==> src/rtl/stochastic_compute_engine_pkg.sv <==
// Shared definitions for the stochastic compute engine: op codes, FSM states
// and the maximal-length LFSR tap table.
package stochastic_pkg;

  typedef logic [1:0] op_t;

  localparam op_t OP_AND  = 2'd0;
  localparam op_t OP_MUX  = 2'd1;
  localparam op_t OP_XNOR = 2'd2;
  localparam op_t OP_RSVD = 2'd3;

  typedef enum logic [1:0] {
    ST_IDLE = 2'd0,
    ST_RUN  = 2'd1,
    ST_DONE = 2'd2
  } state_e;

  // Fibonacci feedback masks (bit k set = tap x^(k+1)), widths 8..16.
  function automatic logic [15:0] lfsr_taps(input int pw);
    logic [15:0] mask;
    case (pw)
      8:       mask = 16'h00B8;
      9:       mask = 16'h0110;
      10:      mask = 16'h0240;
      11:      mask = 16'h0500;
      12:      mask = 16'h0829;
      13:      mask = 16'h100D;
      14:      mask = 16'h2015;
      15:      mask = 16'h6000;
      16:      mask = 16'hD008;
      default: mask = 16'h00B8;
    endcase
    return mask;
  endfunction

endpackage

==> src/rtl/stochastic_compute_engine_if.sv <==
// Command and result channels of the stochastic compute engine, with the
// status flags, grouped so the parser/formatter side connects in one port.
interface stochastic_compute_engine_if
  import stochastic_pkg::*;
#(
  parameter int PW    = 8,
  parameter int CNT_W = 16
);

  logic             cmd_valid;
  logic             cmd_ready;
  op_t              cmd_op;
  logic [PW-1:0]    cmd_prob_a;
  logic [PW-1:0]    cmd_prob_b;
  logic [PW-1:0]    cmd_prob_c;
  logic [CNT_W-1:0] cmd_len;
  logic             res_valid;
  logic             res_ready;
  logic [CNT_W-1:0] res_count;
  logic             busy;
  logic             error;

  modport master (
    output cmd_valid, cmd_op, cmd_prob_a, cmd_prob_b, cmd_prob_c, cmd_len,
    output res_ready,
    input  cmd_ready, res_valid, res_count, busy, error
  );

  modport slave (
    input  cmd_valid, cmd_op, cmd_prob_a, cmd_prob_b, cmd_prob_c, cmd_len,
    input  res_ready,
    output cmd_ready, res_valid, res_count, busy, error
  );

endinterface

==> src/rtl/stochastic_compute_engine_sng.sv <==
// Stochastic number generator: a seeded maximal-length Fibonacci LFSR whose
// output bit is one when the current state does not exceed the probability.
module stochastic_lfsr_sng
  import stochastic_pkg::*;
#(
  parameter int            PW   = 8,
  parameter logic [PW-1:0] SEED = 8'hA5
) (
  input  logic          i_clk,
  input  logic          i_rst_n,
  input  logic          i_load,
  input  logic          i_step,
  input  logic [PW-1:0] i_prob,
  output logic          o_bit
);

  localparam logic [15:0]   TAPS_ALL = lfsr_taps(PW);
  localparam logic [PW-1:0] TAPS     = TAPS_ALL[PW-1:0];

  logic [PW-1:0] r_state;
  logic          w_fb;

  assign w_fb  = ^(r_state & TAPS);
  assign o_bit = (r_state <= i_prob);

  // Load wins over step so every legal command starts from the same seed.
  always_ff @(posedge i_clk or negedge i_rst_n) begin
    if (!i_rst_n) begin
      r_state <= SEED;
    end else if (i_load) begin
      r_state <= SEED;
    end else if (i_step) begin
      r_state <= {r_state[PW-2:0], w_fb};
    end
  end

endmodule

==> src/rtl/stochastic_compute_engine.sv <==
// Stochastic compute engine: latches a command, runs three seeded SNG streams
// through the selected op for cmd_len cycles and returns the ones-count.
module stochastic_compute_engine
  import stochastic_pkg::*;
#(
  parameter int            PW     = 8,
  parameter int            CNT_W  = 16,
  parameter logic [PW-1:0] SEED_A = 8'hA5,
  parameter logic [PW-1:0] SEED_B = 8'h3C,
  parameter logic [PW-1:0] SEED_C = 8'h96
) (
  input  logic                         i_clk,
  input  logic                         i_rst_n,
  stochastic_compute_engine_if.slave   bus
);

  state_e           r_state;
  state_e           w_next_state;
  op_t              r_op;
  logic [PW-1:0]    r_prob_a;
  logic [PW-1:0]    r_prob_b;
  logic [PW-1:0]    r_prob_c;
  logic [CNT_W-1:0] r_remaining;
  logic [CNT_W-1:0] r_count;
  logic             r_error;

  logic             w_accept;
  logic             w_legal;
  logic             w_load;
  logic             w_step;
  logic             w_bit_a;
  logic             w_bit_b;
  logic             w_bit_c;
  logic             w_res_bit;

  stochastic_lfsr_sng #(.PW(PW), .SEED(SEED_A)) u_sng_a (
    .i_clk   (i_clk),
    .i_rst_n (i_rst_n),
    .i_load  (w_load),
    .i_step  (w_step),
    .i_prob  (r_prob_a),
    .o_bit   (w_bit_a)
  );

  stochastic_lfsr_sng #(.PW(PW), .SEED(SEED_B)) u_sng_b (
    .i_clk   (i_clk),
    .i_rst_n (i_rst_n),
    .i_load  (w_load),
    .i_step  (w_step),
    .i_prob  (r_prob_b),
    .o_bit   (w_bit_b)
  );

  stochastic_lfsr_sng #(.PW(PW), .SEED(SEED_C)) u_sng_c (
    .i_clk   (i_clk),
    .i_rst_n (i_rst_n),
    .i_load  (w_load),
    .i_step  (w_step),
    .i_prob  (r_prob_c),
    .o_bit   (w_bit_c)
  );

  always_comb begin
    w_res_bit = 1'b0;
    case (r_op)
      OP_AND:  w_res_bit = w_bit_a & w_bit_b;
      OP_MUX:  w_res_bit = w_bit_c ? w_bit_a : w_bit_b;
      OP_XNOR: w_res_bit = ~(w_bit_a ^ w_bit_b);
      default: w_res_bit = 1'b0;
    endcase
  end

  always_ff @(posedge i_clk or negedge i_rst_n) begin
    if (!i_rst_n) begin
      r_state <= ST_IDLE;
    end else begin
      r_state <= w_next_state;
    end
  end

  // RUN spends one extra cycle with nothing left to count before DONE.
  always_comb begin
    w_next_state  = r_state;
    w_accept      = 1'b0;
    w_legal       = 1'b0;
    w_step        = 1'b0;
    bus.cmd_ready = 1'b0;
    bus.res_valid = 1'b0;
    case (r_state)
      ST_IDLE: begin
        bus.cmd_ready = 1'b1;
        w_accept      = bus.cmd_valid;
        w_legal       = (bus.cmd_op != OP_RSVD) && (bus.cmd_len != '0);
        if (w_accept && w_legal) begin
          w_next_state = ST_RUN;
        end
      end
      ST_RUN: begin
        if (r_remaining != '0) begin
          w_step = 1'b1;
        end else begin
          w_next_state = ST_DONE;
        end
      end
      ST_DONE: begin
        bus.res_valid = 1'b1;
        if (bus.res_ready) begin
          w_next_state = ST_IDLE;
        end
      end
      default: w_next_state = ST_IDLE;
    endcase
  end

  assign w_load = w_accept && w_legal;

  // An illegal accept only raises the error flag; nothing else is latched.
  always_ff @(posedge i_clk or negedge i_rst_n) begin
    if (!i_rst_n) begin
      r_op        <= OP_AND;
      r_prob_a    <= '0;
      r_prob_b    <= '0;
      r_prob_c    <= '0;
      r_remaining <= '0;
      r_count     <= '0;
      r_error     <= 1'b0;
    end else if (w_load) begin
      r_op        <= bus.cmd_op;
      r_prob_a    <= bus.cmd_prob_a;
      r_prob_b    <= bus.cmd_prob_b;
      r_prob_c    <= bus.cmd_prob_c;
      r_remaining <= bus.cmd_len;
      r_count     <= '0;
      r_error     <= 1'b0;
    end else if (w_accept) begin
      r_error     <= 1'b1;
    end else if (w_step) begin
      r_count     <= r_count + {{(CNT_W-1){1'b0}}, w_res_bit};
      r_remaining <= r_remaining - 1'b1;
    end
  end

  assign bus.res_count = r_count;
  assign bus.busy      = (r_state != ST_IDLE);
  assign bus.error     = r_error;

endmodule
==> src/flat_wrapper.sv <==
// flat-port wrapper written by rule: the top's interface ports become plain ports
module stochastic_compute_engine_flat import stochastic_pkg::*;
#(
  parameter int            PW     = 8,
  parameter int            CNT_W  = 16,
  parameter logic [PW-1:0] SEED_A = 8'hA5,
  parameter logic [PW-1:0] SEED_B = 8'h3C,
  parameter logic [PW-1:0] SEED_C = 8'h96
)
  (i_clk, i_rst_n, bus_cmd_valid, bus_cmd_op, bus_cmd_prob_a, bus_cmd_prob_b, bus_cmd_prob_c, bus_cmd_len, bus_res_ready, bus_cmd_ready, bus_res_valid, bus_res_count, bus_busy, bus_error);
  stochastic_compute_engine_if #(.PW(PW), .CNT_W(CNT_W)) bus_i ();
  input  logic i_clk;
  input  logic i_rst_n;
  input wire logic [$bits(bus_i.cmd_valid)-1:0] bus_cmd_valid;
  input wire logic [$bits(bus_i.cmd_op)-1:0] bus_cmd_op;
  input wire logic [$bits(bus_i.cmd_prob_a)-1:0] bus_cmd_prob_a;
  input wire logic [$bits(bus_i.cmd_prob_b)-1:0] bus_cmd_prob_b;
  input wire logic [$bits(bus_i.cmd_prob_c)-1:0] bus_cmd_prob_c;
  input wire logic [$bits(bus_i.cmd_len)-1:0] bus_cmd_len;
  input wire logic [$bits(bus_i.res_ready)-1:0] bus_res_ready;
  output wire logic [$bits(bus_i.cmd_ready)-1:0] bus_cmd_ready;
  output wire logic [$bits(bus_i.res_valid)-1:0] bus_res_valid;
  output wire logic [$bits(bus_i.res_count)-1:0] bus_res_count;
  output wire logic [$bits(bus_i.busy)-1:0] bus_busy;
  output wire logic [$bits(bus_i.error)-1:0] bus_error;
  assign bus_i.cmd_valid = bus_cmd_valid;
  assign bus_i.cmd_op = bus_cmd_op;
  assign bus_i.cmd_prob_a = bus_cmd_prob_a;
  assign bus_i.cmd_prob_b = bus_cmd_prob_b;
  assign bus_i.cmd_prob_c = bus_cmd_prob_c;
  assign bus_i.cmd_len = bus_cmd_len;
  assign bus_i.res_ready = bus_res_ready;
  assign bus_cmd_ready = bus_i.cmd_ready;
  assign bus_res_valid = bus_i.res_valid;
  assign bus_res_count = bus_i.res_count;
  assign bus_busy = bus_i.busy;
  assign bus_error = bus_i.error;
  stochastic_compute_engine #(.PW(PW), .CNT_W(CNT_W), .SEED_A(SEED_A), .SEED_B(SEED_B), .SEED_C(SEED_C)) u_core (.i_clk(i_clk), .i_rst_n(i_rst_n), .bus(bus_i));
endmodule
==> config.mk <==
export PLATFORM = sky130hd
export DESIGN_NAME = stochastic_compute_engine_flat
export DESIGN_NICKNAME = d
export VERILOG_FILES = /design/src/rtl/stochastic_compute_engine_pkg.sv /design/src/rtl/stochastic_compute_engine_if.sv /design/src/rtl/stochastic_compute_engine_sng.sv /design/src/rtl/stochastic_compute_engine.sv /design/src/flat_wrapper.sv
export SDC_FILE = /design/constraint.sdc
export NUM_CORES = 1
export LEC_CHECK = 0
export ABC_AREA = 1
export BUFFER_PORTS_ARGS = -buffer_cell sky130_fd_sc_hd__buf_2
export CORE_MARGIN = 2
export CORE_UTILIZATION = 50
export DETAILED_ROUTE_END_ITERATION = 16
export PLACE_DENSITY = 0.74
export SETUP_SLACK_MARGIN = 0.1
export SKIP_LAST_GASP = 1
export SYNTH_ARGS = -nofsm -noshare
export SYNTH_HDL_FRONTEND = slang
export SYNTH_SLANG_ARGS = --single-unit
==> constraint.sdc <==
create_clock -name i_clk -period 2.8 [get_ports i_clk]
set_input_delay 0.42 -clock i_clk [delete_from_list [all_inputs] [get_ports i_clk]]
set_output_delay 0.42 -clock i_clk [all_outputs]
set_load 0.05 [all_outputs]
---- Word level (Yosys, flattened, before mapping) ----
Index checks and enable logic that the tools add are counted.
storage, ports and cells
  word-level logic and storage cells ...... 69
  bits of input ports ..................... 46
  register bits after elaboration ......... 85
  output and inout bits ................... 20
cells by class
  mux-type cells .......................... 26
  $add $sub $neg .......................... 2
  equality and inequality tests ........... 9
  $lt $le $gt $ge ......................... 3
  bitwise operators ....................... 3
  reduce and logical (&&, ||, !) cells .... 15
operators with widths
  cell                   count
  $mux 16                6
  $mux 8                 6
  $reduce_bool 16->1     2
  $le 8x8->1             3
  $reduce_xor 8->1       3
  $add 16x1->16          1
  $sub 16x1->16 const B  1
  $mux 1                 9
  $ne 2x2->1 const B     4
  $mux 2                 3
  $pmux 2 s3             1
  $reduce_bool 2->1      3
  $eq 2x1->1 const B     2
  $eq 2x2->1 const B     2
  $logic_not 2->1        2
  $logic_and 1x1->1      3
  $pmux 1 s3             1
  $reduce_and 3->1       1
  $ne 2x1->1 const B     1
  $reduce_and 2->1       1
  $and 1x1->1            1
  $not 1->1              1
  $xor 1x1->1            1

---- Longest topological paths before layout ----
Gate-level depths: netlist (run 1).
  word-level depth ........................ 8
  mapped depth ............................ 22
  gate-level depth less buffers ........... 22

---- Cells and area by module ----
A second synthesis (run 1) with hierarchy kept.
unflattened totals
  cell total of the unflattened synthesis .. 702
  area, all modules ....................... 5119.9 sq um
by module, submodules not included
  module                                 cells an instance  seq. area each (sq um)  instances  area each (sq um)
  stochastic_compute_engine              479                1526.5                  1          3405.8
  stochastic_lfsr_sng at u_core.u_sng_b  75                 205.2                   1          574.3
  stochastic_lfsr_sng at u_core.u_sng_c  74                 205.2                   1          574.3
  stochastic_lfsr_sng at u_core.u_sng_a  74                 205.2                   1          565.5

---- Worst setup path before layout (run 1) ----
OpenSTA, ideal clock, no wires.
  path kind ............................... register to register
  start point ............................. register u_core.u_sng_a.r_state[0]
  end point ............................... register u_core.r_count[15] (netlist: u_core.bus.res_count[15])
  setup slack ............................. 0.090 ns
  clock period less this slack ............ 2.710 ns
  arrival time ............................ 2.644 ns
  path buffers ............................ 0
  library setup time ...................... 0.066 ns
  required time ........................... 2.734 ns
  stages on the path, launching flop included .. 23
  cell sequence ........................... dfstp_2 -> inv_1 -> ha_1 -> inv_1 -> nand2_1 -> nand2_1 -> nand2_1 -> nand2_1 -> nand2_1 -> a21oi_1 -> inv_1 -> ha_1 -> a21oi_1 -> o21ai_0 -> nand2_1 -> ha_1 -> inv_1 -> nor2_1 -> nand2_1 -> nor2_1 -> xor2_1 -> nand3_1 -> nand2_1
on the way
  cells in the longest elaborated chain, start to end .. 8
  elaborated cells on any way between the ends .. 10
  those cells by class .................... 1 x add/sub; 1 x order compare; 5 x mux; 3 x bitwise
ends and longest elaborated chain
  what                    line                                 text
  start, declared         stochastic_compute_engine_sng.sv:20  logic [PW-1:0] r_state;
  start signal, assigned  stochastic_compute_engine_sng.sv:33  r_state <= {r_state[PW-2:0], w_fb};
  $le 8x8->1 *            stochastic_compute_engine_sng.sv:24  assign o_bit = (r_state <= i_prob);
  $xor 1x1->1             stochastic_compute_engine.sv:68      OP_XNOR: w_res_bit = ~(w_bit_a ^ w_bit_b);
  $not 1->1               stochastic_compute_engine.sv:68
  $pmux 1 s3 *            stochastic_compute_engine.sv:65      case (r_op)
  $add 16x1->16 *         stochastic_compute_engine.sv:138     r_count <= r_count + {{(CNT_W-1){1'b0}}, w_res_bit};
  $mux 16 *               stochastic_compute_engine.sv:137     end else if (w_step) begin
  $mux 16 *               stochastic_compute_engine.sv:135     end else if (w_accept) begin
  $mux 16 *               stochastic_compute_engine.sv:127     end else if (w_load) begin
  end signal, assigned    stochastic_compute_engine.sv:138
  end, declared           stochastic_compute_engine.sv:24      logic [CNT_W-1:0] r_count;
Mark *: on every way between the ends. The rest lies on a longest branch, timed or not. The select of a mux whose other input is x is not followed.
A chain may end at the register's enable or synchronous reset.

---- Final worst setup path (run 1) ----
  start point ............................. register u_core.u_sng_a.r_state[7]
  end point ............................... register u_core.r_count[7] (netlist: u_core.bus.res_count[7])
The elaborated chain is that of the path after synthesis.

==> results of run 1 <==
-- through the flow --
stage               hold slack, ns  worst slack (ns)  setup TNS [ns]  instance area [um2]  std cells
CTS                          0.107            0.0840               0                 5680        821
global route                 0.120            -0.102          -0.438                 5830        826
global placement             0.479            0.0156               0                 5370        800
floorplan                    0.124             0.129               0                 4860        609
finish                      0.0833            0.0830               0                 5830        826
detailed placement           0.489           -0.0587          -0.190                 5370        800
-- layout by cell type (no fill, tap or decap), types with 5 or more instances in the layout --
master / netlist / layout
o21ai_0: 39 / 34
nand2_2: 2 / 6
ha_4: 0 / 6
inv_1: 78 / 68
nand4_1: 8 / 8
a21oi_1: 21 / 16
nand3_1: 30 / 28
dfstp_2: 12 / 12
dfrtp_1: 73 / 73
clkbuf_8: 0 / 9
nor2_1: 65 / 60
o211ai_2: 7 / 7
nand2_1: 159 / 154
xor2_1: 14 / 14
buf_2: 10 / 64
nor3_1: 10 / 8
ha_1: 28 / 20
inv_2: 3 / 13
a21oi_2: 0 / 5
buf_4: 1 / 24
o21ai_1: 1 / 5
xnor2_1: 10 / 10
-- kinds of logic (layout without fill, tap and decap cells) --
logic type,Yosys count,after routing,share of synthesized area
AND/OR/NAND/NOR,287,287,0.249
buffers and inverters,99,187,0.0844
AO/OA/AOI/OAI,86,86,0.111
flip-flops,85,85,0.441
adder cells (fa/ha/maj),28,28,0.0721
XOR/XNOR,24,24,0.0433
-- routing by layer --
layer / vias up / track usage / share of wire
met3: 15 / 0.0353 / 0.048
li1: 2103 / - / -
met5: - / 0 / 0
met2: 114 / 0.370 / 0.47
met4: 0 / 0.0595 / 0.010
met1: 2002 / 0.317 / 0.47
-- synth_stat cells (3+ instances only) --
library cell and instances:
clkbuf_1 4, o21ai_0 39, xnor2_1 10, nand4_1 8, a21oi_1 21, nand3b_1 3
nor3_1 10, inv_1 78, inv_2 3, o22ai_1 4, nand3_1 30, dfstp_2 12
ha_1 28, buf_2 10, xor2_1 14, buf_6 3, nor2_1 65, dfrtp_1 73
a21o_1 4, o211ai_2 7, nand2_1 159
-- power breakdown --
group | internal, mW | total (mW) | switching [mW]
sequential | 1.23 | 1.23 | 0
clock | 0.503 | 0.950 | 0.447
combinational | 0.0272 | 0.0665 | 0.0393
-- critical path, stage by stage, from the launching register on --
cell and delay [ns]:
dfstp_2 0.54, ha_1 0.25, a21o_1 0.20, nor2_2 0.12, a21oi_2 0.08, buf_4 0.13, buf_4 0.12, buf_4 0.12
nand2_1 0.05, nand3_1 0.09, nand2_2 0.08, ha_2 0.19, inv_2 0.05, nor2_4 0.12, nand2_2 0.09, buf_4 0.18
o21ai_2 0.12, nand2_1 0.07, nor2_1 0.08
-- registers in the layout, summed over array words and instances, names as in the netlist --
| signal | flops |
|---|---|
| u_core.bus.res_count | 16 |
| u_core.r_remaining | 16 |
| u_core.r_prob_a | 8 |
| u_core.r_prob_b | 8 |
| u_core.r_prob_c | 8 |
| u_core.u_sng_a.r_state | 8 |
| u_core.u_sng_b.r_state | 8 |
| u_core.u_sng_c.r_state | 8 |
| u_core.r_op | 2 |
| u_core.r_state | 2 |
| u_core.bus.error | 1 |
-- final timing paths --
| kind | to | cells past startpoint | slack, ns | startpoint |
|---|---|---|---|---|
| min in group i_clk | u_core.r_prob_a[0] | 3 | 0.26 | bus_cmd_prob_a[0] |
| setup / recovery | u_core.bus.res_count[7] | 18 | 0.08 | u_core.u_sng_a.r_state[7] |
| hold reg to reg | u_core.r_prob_c[0] | 2 | 0.51 | u_core.r_prob_c[0] |
| max in group asynchronous | u_core.u_sng_c.r_state[1] | 2 | 2.32 | i_rst_n |
| hold / removal | u_core.r_prob_a[5] | 2 | 0.08 | i_rst_n |
| setup reg to reg | u_core.bus.res_count[7] | 18 | 0.08 | u_core.u_sng_a.r_state[7] |
-- timing repair --
item | CTS | global route
buffers inserted | 5 | 5
setup endpoints to repair | 14 | 15
gates resized for setup | 14 | 33
pin swaps | 14 | 14
-- area by class of cell --
cell class                 count  area [um2]  share of cell area
multi-input combinational    425        2470               0.425
tap                          129         161              0.0277
clock inverter                 6        87.6              0.0150
inverter                      81         304              0.0522
timing repair buffer          90         532              0.0912
clock buffer                  10         128              0.0219
sequential                    85        2140               0.367
==> flow_metrics.py, run 1 <==
metrics = {
    "outcome": {
        "status": "completed",
    },
    "pwr": {
        "powerDensity_nw_per_um2": 385,
        "ir_drop_mv": 0.260,
        "p_leak_nw": 2.91,
        "power_mw": 2.24,
    },
    "cells_and_area": {
        "final_core_util": 0.625,
        "fin_nets": 766,
        "final_layout_size_suffix_gt1_frac": 0.255,
        "n_antenna_cell": 0,
        "n_fill_cell": 833,
        "area_growth_pct": 20.0,
    },
    "placed_design": {
        "place.port_buffers": 65,
        "dpl.hpwl_um": 7750,
        "routabilityCongestion": 0.918,
    },
    "sta": {
        "worst_pin_slew_ns": 0.643,
        "skew_ns": 0.0109,
        "timing.slew.headroom": 0.571,
        "finalSetupViolCount": 0,
        "fin_crit_ns": 2.72,
        "fmax_ghz": 0.368,
        "rsz0062_at_grt": "yes",
        "min_period_over_period": 0.970,
        "finalHoldViolations": 0,
        "timing.final.max_slew_violations": 0,
    },
    "grt": {
        "first_global_vias": 4119,
        "grt_max_degree": 86,
        "grtUsageTotal": 0.226,
        "grt_first_pass_wirelength_um": 18800,
        "grt_overflow": 0,
        "antenna_found_initial": 0,
    },
    "floorplan": {
        "core_um2": 9330,
        "core.rowCount": 35,
        "pin_count": 66,
        "die_w_um": 103,
        "die_h_um": 103,
        "start_util": 0.521,
        "dieArea_um2": 10500,
    },
    "critical_path": {
        "cp.arrival_ns": 3.00,
        "crit_type": "reg2reg",
        "setup.worst_path.start_class": "flop",
        "critPathRequiredTime_ns": 3.08,
        "crit_fanout": 3,
        "endpoint_kind": "flop",
    },
    "logic_synthesis": {
        "synth.distinct_cells": 38,
        "ys_async_sr_fraction": 1.00,
        "yosys.area.top_type": "dfrtp_1",
        "synth-seq-cells": 85,
        "synth_nets": 683,
        "yosys_most_used_dff": "dfrtp_1",
        "synth_top_area_frac": 0.376,
        "synth_warnings": 0,
        "syn_inst": 609,
        "avgSynthCellArea_um2": 7.98,
        "syn-cell-area_um2": 4860,
        "yosysSeqAreaShare": 0.441,
        "synth_edf_count": 0,
        "synthTopCellsByArea": "dfrtp_1 (38%), nand2_1 (12%), ha_1 (7.2%)",
    },
    "cts": {
        "path_clk_slew_ns": 0.09,
        "root_buffer": "clkbuf_8",
        "h-tree-depth": 3,
        "clk_path_buf_depth": 2,
        "cts_tree": "built",
        "insertion_delay_ns": 0.35,
        "cts_hold_buf": 0,
        "cts_buffers": 9,
        "clock_sinks": 85,
    },
    "routing": {
        "ant_nets": 0,
        "drtIter0Drc": 232,
        "wirelength_um": 11300,
        "drtPass1Iterations": 4,
        "viasPerCell": 5.13,
        "vias": 4234,
        "drc": 0,
        "routedWlPerCell_um": 13.6,
    },
    "flow_run": {
        "cap_violations": 0,
    },
    "hold_path": {
        "hold_path_class": "in2async",
    },
}
Note: power is estimated with default switching activity, not from simulation.
==> run 2: changes to the inputs <==
BUFFER_PORTS_ARGS = not set   (was -buffer_cell sky130_fd_sc_hd__buf_2)
CORE_UTILIZATION = 26   (was 50)
DONT_BUFFER_PORTS = 1   (was not set)
PLACE_DENSITY = not set   (was 0.74)
==> run 2 against run 1 <==
Net effect:
- total power increased by 16%
- die area increased by 88%
- sequential share of layout area increased by 0.29 points
- core utilization decreased by 31 points
- sequential power about the same
- largest cell class unchanged
- highest routed layer unchanged
- non-clock buffer count decreased by 58
- global-route usage decreased by 9.7 points
- hold slack improved by 0.096 ns
==> flow_metrics.py, run 2 (synthesis gave the netlist of run 1 again) <==
metrics = {
    "outcome": {
        "status": "completed",
    },
    "placed_design": {
        "dp_cells": 845,
        "place.port_buffers": 0,
        "routabilityCongestion": 0.782,
        "dpl.hpwl_um": 8540,
    },
    "floorplan": {
        "dieArea_um2": 19800,
        "start_util": 0.268,
        "core.rowCount": 49,
        "pin_count": 66,
        "die_h_um": 141,
        "core_um2": 18100,
        "die_w_um": 141,
    },
    "cells_and_area": {
        "n_fill_cell": 1920,
        "final_cell_mix": "nand2_1 (155), inv_1 (73), dfrtp_1 (73)",
        "fin_nets": 708,
        "n_antenna_cell": 0,
        "layout_commonest_cell": "nand2_1",
        "fin_cells": 868,
        "final_core_util": 0.319,
        "area_growth_pct": 19.0,
        "final_layout_size_suffix_gt1_frac": 0.171,
    },
    "sta": {
        "timing.final.max_slew_violations": 0,
        "finalSetupTns_ns": 0,
        "finalHoldViolations": 0,
        "fmax_ghz": 0.363,
        "rsz0062_at_grt": "yes",
        "fin_crit_ns": 2.75,
        "skew_ns": 0.0127,
        "worst_pin_slew_ns": 0.969,
        "min_period_over_period": 0.983,
        "finalSetupViolCount": 0,
        "timing.slew.headroom": 0.352,
    },
    "grt": {
        "grt_overflow": 0,
        "grtUsageTotal": 0.129,
        "antenna_found_initial": 0,
        "grt_max_degree": 86,
        "grt_first_pass_wirelength_um": 20300,
        "first_global_vias": 3936,
    },
    "critical_path": {
        "crit_type": "reg2reg",
        "r2r_start": "u_core.u_sng_b.r_state[5]",
        "r2r_setup_slack_ns": 0.05,
        "critPathLaunch": "u_core.u_sng_b.r_state[5]",
        "cp_num_buf_inv": 1,
        "crit_path_top_delay_cell": "dfstp_2",
        "cp.arrival_ns": 3.03,
        "critPathRequiredTime_ns": 3.08,
        "cp_top_family": "compound AO/OA/AOI/OAI gates",
        "crit_fanout": 3,
        "crit_chain": "ha_1 -> a21o_1 -> a21oi_1 -> a21oi_2 -> inv_1 -> ha_1 -> a21oi_1 -> o21ai_1 -> nand2_2 -> ha_4 -> nand2_4 -> nor2_4 -> nand2_2 -> o21bai_1 -> nand3_1 -> o21ai_1",
        "setup.worst_path.start_class": "flop",
        "slowest_delay_ns": 0.53,
        "endpoint_kind": "flop",
    },
    "hold_path": {
        "hold_path_class": "in2reg",
        "min_from": "bus_cmd_op[1]",
    },
    "routing": {
        "ant_nets": 0,
        "routedWlPerCell_um": 14.1,
        "drc": 0,
        "drtIter0Drc": 236,
        "wirelength_um": 12300,
        "vias": 3884,
        "drtPass1Iterations": 4,
        "viasPerCell": 4.47,
    },
    "cts": {
        "insertion_delay_ns": 0.35,
        "root_buffer": "clkbuf_16",
        "clock_sinks": 85,
        "clk_path_buf_depth": 2,
        "h-tree-depth": 3,
        "cts_tree": "built",
        "cts_buffers": 9,
        "path_clk_slew_ns": 0.07,
    },
    "flow_run": {
        "cap_violations": 0,
    },
    "pwr": {
        "ir_drop_mv": 0.297,
        "powerDensity_nw_per_um2": 450,
        "p_leak_nw": 2.76,
    },
}
run 2: metal layers:
layer  vias to the layer above  wire [um]  GRT usage
met3                        12        661     0.0350
met4                         0        169     0.0363
met2                        75       5370      0.202
met5                         -          0          0
li1                       1993          -          -
met1                      1804       6060      0.175
run 2: report_power, final:
part	internal, mW	switching [mW]	leakage (nW)
clock	0.798	0.545	0.164
sequential	1.23	0	0.927
combinational	0.00705	0.0278	1.67
total	2.03	0.573	2.76
run 2: repair_timing:
item                       CTS  global route
gates resized for setup     30            16
setup endpoints to repair   14            15
buffers inserted             0             5
hold endpoints to repair    85             0
pin swaps                   15            12
hold buffers                 2             0
run 2: layout make-up:
class / count / area, um2 / share of cell area
multi-input cells: 425 / 2450 / 0.423
flip-flops and latches: 85 / 2140 / 0.370
inverters: 81 / 304 / 0.0526
well taps: 229 / 287 / 0.0495
repair buffers: 32 / 274 / 0.0474
clock buffers: 9 / 225 / 0.0389
clock inverters: 7 / 105 / 0.0182
run 2: path summary, 6_finish.rpt:
kind / end / cells past startpoint
hold / removal: u_core.r_op[1] / 2
max in group asynchronous: u_core.u_sng_a.r_state[0] / 2
setup / recovery: u_core.bus.res_count[9] / 16
min in group asynchronous: u_core.r_remaining[1] / 2
setup reg to reg: u_core.bus.res_count[9] / 16
hold reg to reg: u_core.r_prob_b[0] / 2
run 2: through the flow:
step / area (um2) / setup WS (ns) / total power, mW / hold slack (ns)
after global placement: 5230 / -0.0991 / 1.26 / 0.130
after CTS: 5690 / 0.00502 / 2.65 / 0.164
after floorplan: 4860 / 0.129 / 1.26 / 0.124
after detailed placement: 5230 / -0.186 / 1.26 / 0.128
after global routing: 5780 / -0.173 / 2.69 / 0.185
final: 5780 / 0.0473 / 2.61 / 0.179
run 2: worst reg2reg max path, stage by stage, from the launching register on:
cell      delay [ns]
dfstp_2         0.53
ha_1            0.25
a21o_1          0.17
a21oi_1         0.17
a21oi_2         0.09
inv_1           0.07
ha_1            0.23
a21oi_1         0.11
o21ai_1         0.08
nand2_2         0.12
ha_4            0.15
nand2_4         0.07
nor2_4          0.15
nand2_2         0.10
o21bai_1        0.17
nand3_1         0.09
o21ai_1         0.13
